--- config.mk ---
export PLATFORM = sky130hd
export DESIGN_NAME = hcsr04_measurement_scheduler
export DESIGN_NICKNAME = d
export VERILOG_FILES = /design/src/rtl/hcsr04_measurement_scheduler.sv
export SDC_FILE = /design/constraint.sdc
export NUM_CORES = 1
export LEC_CHECK = 0
export ABC_AREA = 0
export CELL_PAD_IN_SITES_DETAIL_PLACEMENT = 1
export CELL_PAD_IN_SITES_GLOBAL_PLACEMENT = 1
export CORE_MARGIN = 2
export CORE_UTILIZATION = 35
export CTS_CLUSTER_SIZE = 16
export DETAILED_ROUTE_END_ITERATION = 12
export DONT_BUFFER_PORTS = 1
export PLACE_DENSITY = 0.65
export SETUP_SLACK_MARGIN = 0.2
export SYNTH_ARGS = -nofsm -noshare
export SYNTH_HDL_FRONTEND = slang
export SYNTH_SLANG_ARGS = --single-unit
--- constraint.sdc ---
create_clock -name Clk_i -period 2.5 [get_ports Clk_i]
set_input_delay 0.125 -clock Clk_i [delete_from_list [all_inputs] [get_ports Clk_i]]
set_output_delay 0.125 -clock Clk_i [all_outputs]
set_load 0.02 [all_outputs]
--- src/rtl/hcsr04_measurement_scheduler.sv ---
`default_nettype none
// ============================================================================
// hcsr04_measurement_scheduler : HC-SR04 trigger/echo sequencer, cm output
// Rev 1.0 - initial release
// ============================================================================
module hcsr04_measurement_scheduler #(
  parameter int TRIG_CYCLES    = 500,
  parameter int CM_DIV         = 2900,
  parameter int TIMEOUT_CYCLES = 1900000,
  parameter int PERIOD_CYCLES  = 3000000,
  parameter int DIST_W         = 9
) (
  input  logic              Clk_i,
  input  logic              Reset_i,
  input  logic              Enable_i,
  input  logic              Echo_i,
  output logic              Trigger_o,
  output logic [DIST_W-1:0] Distance_o,
  output logic              Distance_Available_o,
  output logic              Timeout_o,
  output logic              Busy_o
);

  localparam int PW = (PERIOD_CYCLES  > 1) ? $clog2(PERIOD_CYCLES)  : 1;
  localparam int TW = (TIMEOUT_CYCLES > 1) ? $clog2(TIMEOUT_CYCLES) : 1;
  localparam int SW = (CM_DIV         > 1) ? $clog2(CM_DIV)         : 1;

  localparam logic [PW-1:0]     c_period_last  = PW'(PERIOD_CYCLES - 1);
  localparam logic [PW-1:0]     c_trig_last    = PW'(TRIG_CYCLES - 1);
  localparam logic [TW-1:0]     c_timeout_last = TW'(TIMEOUT_CYCLES - 1);
  localparam logic [SW-1:0]     c_sub_last     = SW'(CM_DIV - 1);
  localparam logic [DIST_W-1:0] c_dist_max     = '1;

  typedef enum logic [2:0] {
    S_IDLE      = 3'd0,
    S_TRIG      = 3'd1,
    S_WAIT_RISE = 3'd2,
    S_MEASURE   = 3'd3,
    S_HOLDOFF   = 3'd4
  } state_t;

  state_t            r_state;
  logic              r_echo_meta;
  logic              r_echo_sync;
  logic              r_echo_prev;
  logic [PW-1:0]     r_period_cnt;
  logic [TW-1:0]     r_wait_cnt;
  logic [SW-1:0]     r_sub_cnt;
  logic [DIST_W-1:0] r_cm_cnt;

  logic              w_echo_rise;
  logic              w_echo_fall;
  logic              w_sub_wrap;
  logic [DIST_W-1:0] w_cm_next;

  // Both edges come from the same synchronised pair, so rise and fall see equal latency.
  assign w_echo_rise = r_echo_sync & ~r_echo_prev;
  assign w_echo_fall = ~r_echo_sync & r_echo_prev;
  assign w_sub_wrap  = (r_sub_cnt == c_sub_last);
  // Includes the wrap on the current clock so the result is floor(width / CM_DIV).
  assign w_cm_next   = (w_sub_wrap && (r_cm_cnt != c_dist_max)) ? r_cm_cnt + 1'b1 : r_cm_cnt;

  always_ff @(posedge Clk_i) begin
    if (Reset_i) begin
      r_state              <= S_IDLE;
      r_echo_meta          <= 1'b0;
      r_echo_sync          <= 1'b0;
      r_echo_prev          <= 1'b0;
      r_period_cnt         <= '0;
      r_wait_cnt           <= '0;
      r_sub_cnt            <= '0;
      r_cm_cnt             <= '0;
      Trigger_o            <= 1'b0;
      Distance_o           <= '0;
      Distance_Available_o <= 1'b0;
      Timeout_o            <= 1'b0;
      Busy_o               <= 1'b0;
    end else begin
      r_echo_meta          <= Echo_i;
      r_echo_sync          <= r_echo_meta;
      r_echo_prev          <= r_echo_sync;
      Distance_Available_o <= 1'b0;
      Timeout_o            <= 1'b0;

      if (r_period_cnt != c_period_last) begin
        r_period_cnt <= r_period_cnt + 1'b1;
      end

      case (r_state)
        S_IDLE: begin
          if (Enable_i) begin
            r_state      <= S_TRIG;
            r_period_cnt <= '0;
            Trigger_o    <= 1'b1;
            Busy_o       <= 1'b1;
          end
        end

        S_TRIG: begin
          // The period counter doubles as the trigger-width timer.
          if (r_period_cnt == c_trig_last) begin
            Trigger_o  <= 1'b0;
            r_wait_cnt <= '0;
            r_state    <= S_WAIT_RISE;
          end
        end

        S_WAIT_RISE: begin
          if (w_echo_rise) begin
            r_sub_cnt  <= '0;
            r_cm_cnt   <= '0;
            r_wait_cnt <= '0;
            r_state    <= S_MEASURE;
          end else if (r_wait_cnt == c_timeout_last) begin
            Timeout_o <= 1'b1;
            r_state   <= S_HOLDOFF;
          end else begin
            r_wait_cnt <= r_wait_cnt + 1'b1;
          end
        end

        S_MEASURE: begin
          if (r_wait_cnt == c_timeout_last) begin
            Timeout_o <= 1'b1;
            r_state   <= S_HOLDOFF;
          end else if (w_echo_fall) begin
            Distance_o           <= w_cm_next;
            Distance_Available_o <= 1'b1;
            r_state              <= S_HOLDOFF;
          end else begin
            r_wait_cnt <= r_wait_cnt + 1'b1;
            r_sub_cnt  <= w_sub_wrap ? '0 : r_sub_cnt + 1'b1;
            r_cm_cnt   <= w_cm_next;
          end
        end

        S_HOLDOFF: begin
          if (r_period_cnt == c_period_last) begin
            if (Enable_i) begin
              r_state      <= S_TRIG;
              r_period_cnt <= '0;
              Trigger_o    <= 1'b1;
            end else begin
              r_state <= S_IDLE;
              Busy_o  <= 1'b0;
            end
          end
        end

        default: begin
          r_state   <= S_IDLE;
          Trigger_o <= 1'b0;
          Busy_o    <= 1'b0;
        end
      endcase
    end
  end

endmodule
`default_nettype wire

==> results of run 1 <==
-- worst paths after layout --
check                  endpoint  cells past startpoint
setup / recovery  r_wait_cnt[8]                      7
hold / removal           Busy_o                      2
setup reg to reg  r_wait_cnt[8]                      7
hold reg to reg     r_echo_sync                      1
-- power groups by stage --
stage	clock, W	combinational [W]	sequential [W]
after floorplan	0	0.0000576	0.00137
after global placement	0	0.0000628	0.00138
after detailed placement	0	0.0000650	0.00138
after CTS	0.00134	0.0000799	0.00135
after global routing	0.00140	0.0000901	0.00135
final	0.00130	0.0000801	0.00135
-- through the flow --
| step | setup slack [ps] | util, % |
|---|---|---|
| floorplan | 462 | - |
| global placement | 360 | 37.4 |
| detailed placement | 231 | 37.4 |
| CTS | 206 | 40.2 |
| global route | 209 | 40.6 |
| finish | 267 | 40.6 |
-- worst max-delay path: stages (launching register included) --
cell and delay, ps:
dfxtp_1 340, ha_1 240, and4_1 260, and2_1 230
a31oi_4 250, o21ai_4 200, or4_1 500, a21oi_1 140
-- repair_timing --
item / CTS / global route
gates resized for setup: 0 / 9
endpoints found under the hold margin: 35 / 0
hold buffers: 2 / 0
endpoints found under the setup margin: 0 / 26
-- final cells by class --
class | instances | area share (%)
Multi-Input combinational cell | 386 | 51.2
Sequential cell | 83 | 35.9
Clock buffer | 11 | 5.45
Tap cell | 143 | 3.86
Timing Repair Buffer | 13 | 2.43
Clock inverter | 5 | 0.782
Inverter | 5 | 0.405
-- kinds of logic after synthesis --
family          synth area share, %
compound gates                 15.1
xor+xnor                       7.03
fa+ha+maj                      1.52
buf+inv                        2.92
flops                          40.4
mux                            1.22
simple gates                   31.8
-- sequential cells by signal, summed over array words and instances (netlist names) --
register and cells:
Timeout_o 1, r_cm_cnt 9, r_wait_cnt 21, Distance_o 9, Distance_Available_o 1, r_echo_sync 1, r_period_cnt 22, r_state 3
r_echo_prev 1, r_echo_meta 1, Trigger_o 1, Busy_o 1, r_sub_cnt 12
-- cell usage in the layout (no fill, tap or decap), drive strengths merged, types with 2 or more instances in the layout --
cell,synthesis,final
clkbuf,7,11
or4,2,2
nand2,46,46
and4,6,6
nand3b,3,3
a211oi,12,12
and3,15,15
a21oi,38,38
xor2,23,23
nor4b,3,3
nor3b,3,3
nand3,17,17
nor4,5,5
o22ai,2,2
nor2b,7,7
a22oi,2,2
nand4b,3,3
ha,5,5
o211ai,2,2
or3,21,21
nand4,17,17
o21ai,35,36
xnor2,10,10
nor3,10,10
dfxtp,83,83
or2,4,4
o31ai,2,2
a31oi,4,4
clkinvlp,0,3
mux2i,5,5
buf,12,12
nor2,62,62
nand2b,5,5
inv,5,6
and4bb,2,2
and2,6,6
-- metal layers --
metal  wire length [um]  share of wire (%)  track usage, %  vias up
li1                   -                  -               -     1780
met1               4850                 47            21.7     1730
met2               5100                 49            29.0       32
met3                264                2.5            2.81       11
met4                173                1.7            7.07        0
met5                  0                  0               0        -
==> reports/qor.yml, run 1 <==
floorplan:
  design.die.area_mm2: 0.0126
  die_h_um: 112
  coreArea_mm2: 0.0114
  start_util_pct: 36.0
  die_w_um: 112
  pin_count: 17
  rows: 39
pwr:
  p_clk_share_pct: 47.6
  combPwrFrac_pct: 2.9
  power_w: 0.00272
  power.leakage_nw: 1.48
  p_int_w: 0.00209
  p_switching_w: 0.000633
  vdd_drop_max_v: 0.000417
  p_sw_share_pct: 23.2
  power.density_mw_per_mm2: 587
  seq_power_share_pct: 49.5
synth:
  async_reset_ff_share_pct: 0
  synth_area_mm2: 0.00411
  synth_area_leaders: "dfxtp_1 (40%), nor2_1 (5.6%), xor2_1 (4.9%), a21oi_1 (4.5%), nand2_1 (4.2%)"
  yosysTopAreaCell: "dfxtp_1"
  yosysTopAreaCellShare_pct: 40.4
  synthMostInstantiatedCell: "dfxtp_1"
  synth_edf_count: 0
  synthTopCellsByCount: "dfxtp_1 (83), nor2_1 (61), nand2_1 (46)"
  syn-num-nets: 501
  synth_cells: 492
  synth_seq_cells: 83
  ys_types: 57
  yosysWarnings: 0
  seq_area_frac_synth_pct: 40.4
  synthFlopType: "dfxtp_1"
  synth_area_per_cell_um2: 8.35
route:
  routedWlPerCell_um: 16.1
  ant_nets: 0
  wl_um: 10400
  first_pass_iters: 4
  post_drt_via_cell_ratio: 5.50
  drt_iter0_drc: 174
  drc: 0
  vias: 3553
min_path:
  worstHoldStart: "Enable_i"
  min_path_type: "in2reg"
grt:
  track_usage_pct: 17.1
  grt_pass1_wl_um: 17700
  antenna_found_initial: 0
  grt_max_degree: 37
  grt_overflow: 0
  first_global_vias: 3683
clock_network:
  clkTransAtPathRegs_ps: 70
  h-tree-depth: 3
  cts_max_path_buffers: 2
  clock_latency_ps: 350
  cts_tree: "built"
  cts_sinks: 83
  numCtsBuffers: 9
  cts_root_buffer: "clkbuf_16"
  postCtsSetupBuffers: 0
critical_path:
  cp-end-kind: "flip-flop"
  crit_start: "r_wait_cnt[0]"
  crit_required_ps: 2780
  crit_type: "reg2reg"
  worstSetupStartpointType: "flip-flop"
  reg2reg_setup_slack_ps: 270
  crit_arrival_ps: 2510
  worstPathMaxFanout: 18
  r2r-start: "r_wait_cnt[0]"
sta:
  drv_slew: 0
  finalHoldViolCount: 0
  rsz0062_at_grt: "false"
  tightest_slew_ps: 583
  setup_viol: 0
  max_freq_ghz: 0.448
  whs_ps: 8.97
  setup_tns_ps: 0
  final.min_clock_period_ps: 2230
  skew_ps: 12.4
  min_period_over_period_pct: 89.3
  slew_headroom_pct: 60.8
final_layout:
  design_area_mm2: 0.00464
  area_growth_pct: 12.9
  layoutNonFillerInstCount: 646
  drive_gt1_share_pct: 10.7
  n_antenna_cell: 0
  multi_input_area_mm2: 0.00237
  nFillCells: 1376
  nets: 507
  register_area_mm2: 0.00166
placement:
  finalWeightedCongestion: 0.782
  place_inst: 627
  io_buffers: 0
  placed_area_mm2: 0.00427
  hpwl_um: 7050
status:
  status: "completed"
run:
  cap_violations: 0
Power figures use the tool's default switching activity.
==> inputs of run 2 (changes only) <==
--- a/config.mk
+++ b/config.mk
@@ -8,6 +8,7 @@
 export ABC_AREA = 0
 export CELL_PAD_IN_SITES_DETAIL_PLACEMENT = 1
 export CELL_PAD_IN_SITES_GLOBAL_PLACEMENT = 1
+export CORE_ASPECT_RATIO = 0.8
 export CORE_MARGIN = 2
 export CORE_UTILIZATION = 35
 export CTS_CLUSTER_SIZE = 16
==> reports/qor.yml, run 2 (same netlist as run 1, synthesis figures left out) <==
status:
  status: "completed"
clock_network:
  numCtsBuffers: 9  # unchanged
  cts_tree: "built"
  cts_root_buffer: "clkbuf_16"
  clkTransAtPathRegs_ps: 60  # about the same
  cts_max_path_buffers: 2  # unchanged
  h-tree-depth: 3  # unchanged
  cts_sinks: 83  # unchanged
  clock_latency_ps: 340  # about the same
critical_path:
  worstPathCellList: "ha_1, and4_1, and2_1, a31oi_2, o21ai_4, or4_1, a21oi_1"
  slowest_delay_ps: 500  # about the same
  cpLargestDelayFamily: "simple AND/OR/NAND/NOR gates"
  cp_slowest_cell: "or4_1"
  crit_arrival_ps: 2530  # +20 ps
  crit_start: "r_wait_cnt[0]"
  crit_required_ps: 2770  # about the same
  worst-path-buf-inv: 0  # unchanged
  worstPathMaxFanout: 15  # -3
  worstSetupStartpointType: "flip-flop"
  cp-end-kind: "flip-flop"
  crit_type: "reg2reg"
  r2r-start: "r_wait_cnt[0]"
final_layout:
  top_regs: "r_period_cnt x22, r_wait_cnt x21, r_sub_cnt x12"
  mostFrequentLayoutCells: "dfxtp_1 (82), nor2_1 (59), nand2_1 (46), a21oi_1 (37), o21ai_0 (31)"
  n_antenna_cell: 0  # unchanged
  nets: 516  # +1.8%
  drive_gt1_share_pct: 12.3  # +1.6 points
  area_growth_pct: 15.2
  largest_register: "r_period_cnt"
  largest_reg_flops: 22  # unchanged
  final_util_pct: 41.2  # +0.62 points
  final_common_cell: "dfxtp_1"
  layoutNonFillerInstCount: 660  # +2.2%
sta:
  skew_ps: 11.2  # -1.16 ps
  max_freq_ghz: 0.442  # -1.2%
  final.min_clock_period_ps: 2260  # +28.1 ps
  drv_slew: 0  # unchanged
  finalHoldViolCount: 0  # unchanged
  slew_headroom_pct: 68.9  # +8.1 points
  tightest_slew_ps: 462  # -121 ps
  setup_tns_ps: 0  # unchanged
  min_period_over_period_pct: 90.4  # +1.1 points
  whs_ps: 21.4  # +12.5 ps
  setup_viol: 0  # unchanged
  rsz0062_at_grt: "true"
pwr:
  seq_power_share_pct: 50.9  # +1.4 points
  combPwrFrac_pct: 2.9  # about the same
  p_clk_share_pct: 46.2  # -1.4 points
  vdd_drop_max_v: 0.000333  # -20%
  p_switching_w: 0.000595  # -6.0%
  p_sw_share_pct: 22.4  # -0.81 points
  p_int_w: 0.00206  # -1.5%
  power.density_mw_per_mm2: 561  # -4.5%
  power.leakage_nw: 1.57  # +6.0%
route:
  vias: 3595  # +1.2%
  first_pass_iters: 6  # +2
  ant_nets: 0  # unchanged
  routedWlPerCell_um: 16.1  # -0.15%
  drt_iter0_drc: 129  # -26%
  wl_um: 10600  # +2.0%
  drc: 0  # unchanged
  post_drt_via_cell_ratio: 5.45  # -0.96%
floorplan:
  start_util_pct: 35.8  # -0.17 points
  die_w_um: 125  # +11%
  coreArea_mm2: 0.0115  # +0.48%
  die_h_um: 101  # -10%
  rows: 35  # -10%
  design.die.area_mm2: 0.0126  # about the same
  pin_count: 17  # unchanged
placement:
  hpwl_um: 7140  # +1.2%
  finalWeightedCongestion: 0.817  # +4.4%
  place_inst: 631  # +0.64%
  io_buffers: 0  # unchanged
run:
  cap_violations: 0  # unchanged
grt:
  grt_overflow: 0  # unchanged
  first_global_vias: 3645  # -1.0%
  track_usage_pct: 17.2  # +0.060 points
  antenna_found_initial: 0  # unchanged
  grt_max_degree: 37  # unchanged
  grt_pass1_wl_um: 17800  # +0.74%
min_path:
  worstHoldStart: "Enable_i"
  min_path_type: "in2reg"
-- run 2: changes by cell type in the layout (fill, tap and decap cells not counted), moves of 2 or more --
cell,change
buf_4,+9
clkbuf_1,+2
clkinvlp_4,-2
nor2_4,+2
nor3_2,-2
nor3_4,+2
-- run 2: metrics by stage --
| stage | worst slack [ps] | cell area [um^2] | power, W |
|---|---|---|---|
| 2_1_floorplan | 462 | 4110 | 0.00143 |
| 3_3_place_gp | 342 | 4270 | 0.00144 |
| 3_5_place_dp | 230 | 4270 | 0.00144 |
| 4_1_cts | 207 | 4570 | 0.00270 |
| 5_1_grt | 102 | 4730 | 0.00276 |
| 6_report | 239 | 4730 | 0.00265 |
-- run 2: final cells by class --
| type | instances | area, um^2 |
|---|---|---|
| tap | 148 | 185 |
| timing repair buffer | 22 | 180 |
| sequential | 83 | 1660 |
| multi-input combinational | 386 | 2410 |
| fill | 1382 | 6740 |
| inverter | 5 | 18.8 |
| clock inverter | 4 | 26.3 |
| clock buffer | 12 | 246 |
-- run 2: what timing repair did --
| item | CTS | global route |
|---|---|---|
| endpoints found under the setup margin | 0 | 32 |
| buffers inserted | 0 | 10 |
| endpoints found under the hold margin | 35 | 0 |
| resized for setup | 0 | 15 |
| hold buffers | 2 | 0 |
-- run 2: worst paths after layout --
kind                                 endpoint  slack (ps)  cells past startpoint
worst max-delay path            r_wait_cnt[8]         240                      7
worst min-delay path                Trigger_o          20                      2
worst max register to register  r_wait_cnt[8]         240                      7
worst min register to register    r_echo_sync         460                      1
-- run 2: power by group through the flow --
stage	clock (W)	sequential, W	combinational (W)
detailed placement	0	0.00138	0.0000615
global route	0.00132	0.00135	0.0000849
CTS	0.00127	0.00135	0.0000759
floorplan	0	0.00137	0.0000576
global placement	0	0.00138	0.0000593
finish	0.00123	0.00135	0.0000762
-- run 2: metal layers --
layer / share of wire, % / up-vias / wire length, um / global-route usage, %
met4: 0.93 / 0 / 99 / 4.44
met1: 50 / 1742 / 5330 / 22.7
met3: 2.8 / 13 / 299 / 4.03
met5: 0 / - / 0 / 0
met2: 46 / 39 / 4870 / 28.6
li1: - / 1801 / - / -
==> inputs of run 3 (changes only) <==
--- a/config.mk
+++ b/config.mk
@@ -10,12 +10,13 @@
 export CELL_PAD_IN_SITES_GLOBAL_PLACEMENT = 1
 export CORE_ASPECT_RATIO = 0.8
 export CORE_MARGIN = 2
-export CORE_UTILIZATION = 35
+export CORE_UTILIZATION = 43
 export CTS_CLUSTER_SIZE = 16
 export DETAILED_ROUTE_END_ITERATION = 12
 export DONT_BUFFER_PORTS = 1
-export PLACE_DENSITY = 0.65
+export PLACE_DENSITY_LB_ADDON = 0.1
 export SETUP_SLACK_MARGIN = 0.2
+export SLEW_MARGIN = 0
 export SYNTH_ARGS = -nofsm -noshare
 export SYNTH_HDL_FRONTEND = slang
 export SYNTH_SLANG_ARGS = --single-unit
==> reports/qor.yml, run 3 (same netlist as run 1, synthesis figures left out) <==
route:
  ant_nets: 0  # unchanged
  drt_iter0_drc: 221  # +71%
  wl_um: 10700  # +1.3%
  vias: 3618  # +0.64%
  drc: 0  # unchanged
  wl_met3_um: 243  # -19%
  post_drt_via_cell_ratio: 5.76  # +5.8%
  topRoutingLayerUsed: "met4"
  wl_met1_um: 5500  # +3.2%
  wl_met2_um: 4910  # +0.78%
  routedWlPerCell_um: 17.1  # +6.5%
  first_pass_iters: 4  # -2
pwr:
  vdd_drop_max_v: 0.000543  # +63%
  power.leakage_nw: 1.57  # about the same
  power.density_mw_per_mm2: 582  # +3.8%
placement:
  place_inst: 598  # -5.2%
  hpwl_um: 7140  # +0.11%
  io_buffers: 0  # unchanged
  finalWeightedCongestion: 0.803  # -1.7%
  pre_cts_ws_ps: 224  # -6.33 ps
  placed_area_mm2: 0.00423  # -0.97%
grt:
  track_usage_pct: 21.1  # +4.0 points
  grt_max_degree: 37  # unchanged
  grt_pass1_wl_um: 17800  # about the same
  grt_overflow: 0  # unchanged
  first_global_vias: 3573  # -2.0%
  antenna_found_initial: 0  # unchanged
sta:
  final.min_clock_period_ps: 2160  # -99.3 ps
  rsz0062_at_grt: "false"
  fin_ws_ps: 338  # +99.3 ps
  setup_viol: 0  # unchanged
  slew_headroom_pct: 69.1  # +0.12 points
  drv_slew: 0  # unchanged
  finalHoldViolCount: 0  # unchanged
  tightest_slew_ps: 462  # +0.664 ps
  setup_tns_ps: 0  # unchanged
  skew_ps: 7.81  # -3.41 ps
  max_freq_ghz: 0.463  # +4.6%
  min_period_over_period_pct: 86.5  # -4.0 points
final_layout:
  final_util_pct: 51.5  # +10 points
  mostFrequentLayoutCells: "dfxtp_1 (83), nor2_1 (58), nand2_1 (46), a21oi_1 (37), o21ai_0 (31)"
  drive_gt1_share_pct: 12.3  # -0.024 points
  nets: 517  # +0.19%
  nFillCells: 1063  # -23%
  n_antenna_cell: 0  # unchanged
  largest_reg_flops: 22  # unchanged
  final_common_cell: "dfxtp_1"
  area_growth_pct: 14.8
  largest_register: "r_period_cnt"
  design_area_mm2: 0.00472  # -0.32%
  layoutNonFillerInstCount: 628  # -4.8%
  top_regs: "r_period_cnt x22, r_wait_cnt x21, r_sub_cnt x12"
status:
  status: "completed"
critical_path:
  crit_required_ps: 2770  # about the same
  worst-path-buf-inv: 1  # +1
  slowest_delay_ps: 550  # +50 ps
  cp_slowest_cell: "dfxtp_1"
  worstPathMaxFanout: 11  # -4
  cpLargestDelayFamily: "simple AND/OR/NAND/NOR gates"
  worstPathCellList: "and3b_1, and2_1, a21boi_2, buf_4, mux2i_1, mux2i_1, nor2_1"
  cp-end-kind: "flip-flop"
  crit_start: "r_state[0]"
  crit_type: "reg2reg"
  worstSetupStartpointType: "flip-flop"
  crit_arrival_ps: 2430  # -100 ps
  r2r-start: "r_state[0]"
  path_common_cell: "mux2i_1"
floorplan:
  coreArea_mm2: 0.00915  # -20%
  rows: 31  # -11%
  start_util_pct: 44.9  # +9.1 points
  die_w_um: 113  # -9.5%
  pin_count: 17  # unchanged
  die_h_um: 91.4  # -9.4%
  design.die.area_mm2: 0.0104  # -18%
clock_network:
  clock_latency_ps: 340  # about the same
  cts_sinks: 83  # unchanged
  numCtsBuffers: 9  # unchanged
  cts_root_buffer: "clkbuf_16"
  clkTransAtPathRegs_ps: 60  # about the same
  cts_tree: "built"
  h-tree-depth: 3  # unchanged
  cts_max_path_buffers: 2  # unchanged
min_path:
  min_path_type: "in2reg"
  worstHoldStart: "Enable_i"
run:
  cap_violations: 0  # unchanged
run 3: cell count changes in the layout (fill, tap and decap cells not counted), sizes merged:
| cell | change |
|---|---|
| buf | -2 |
| bufinv | +1 |
| clkbuf | -1 |
| dlygate4sd3 | +2 |
| o21ai | +1 |
run 3: repair_timing:
item / CTS / global route
gates resized for setup: 0 / 15
pin swaps: 1 / 3
hold buffers: 4 / 0
endpoints found under the hold margin: 34 / 0
buffers inserted: 0 / 8
endpoints found under the setup margin: 8 / 30
cloned: 0 / 2
run 3: through the flow:
stage	power (W)	hold WS [ps]
floorplan	0.00143	253
global placement	0.00144	202
global route	0.00285	19.5
finish	0.00275	21.0
detailed placement	0.00144	207
CTS	0.00278	15.4
run 3: area by class of cell:
| type | count | area [um^2] | share of cell area (%) |
|---|---|---|---|
| multi-input cells | 387 | 2410 | 51.1 |
| flip-flops and latches | 83 | 1660 | 35.2 |
| clock buffers | 11 | 243 | 5.15 |
| repair buffers | 22 | 185 | 3.93 |
| well taps | 115 | 144 | 3.05 |
| clock inverters | 5 | 52.6 | 1.11 |
| inverters | 5 | 18.8 | 0.398 |
run 3: path summary, 6_finish.rpt:
check                              endpoint  slack [ps]  cells past startpoint
worst max-delay path            r_cm_cnt[0]         340                      7
worst min-delay path                 Busy_o          20                      2
worst max register to register  r_cm_cnt[0]         340                      7
worst min register to register  r_echo_sync         440                      1
run 3: power breakdown:
group | switching (W) | internal, W | total, W
registers | 0.0000180 | 0.00133 | 0.00135
logic | 0.0000473 | 0.0000280 | 0.0000753
clock network | 0.000524 | 0.000796 | 0.00132
run 3: metal layers:
metal,vias up,GRT usage (%)
met5,-,0
met4,0,4.88
met3,6,4.54
met2,24,32.8
met1,1777,30.0
li1,1811,-
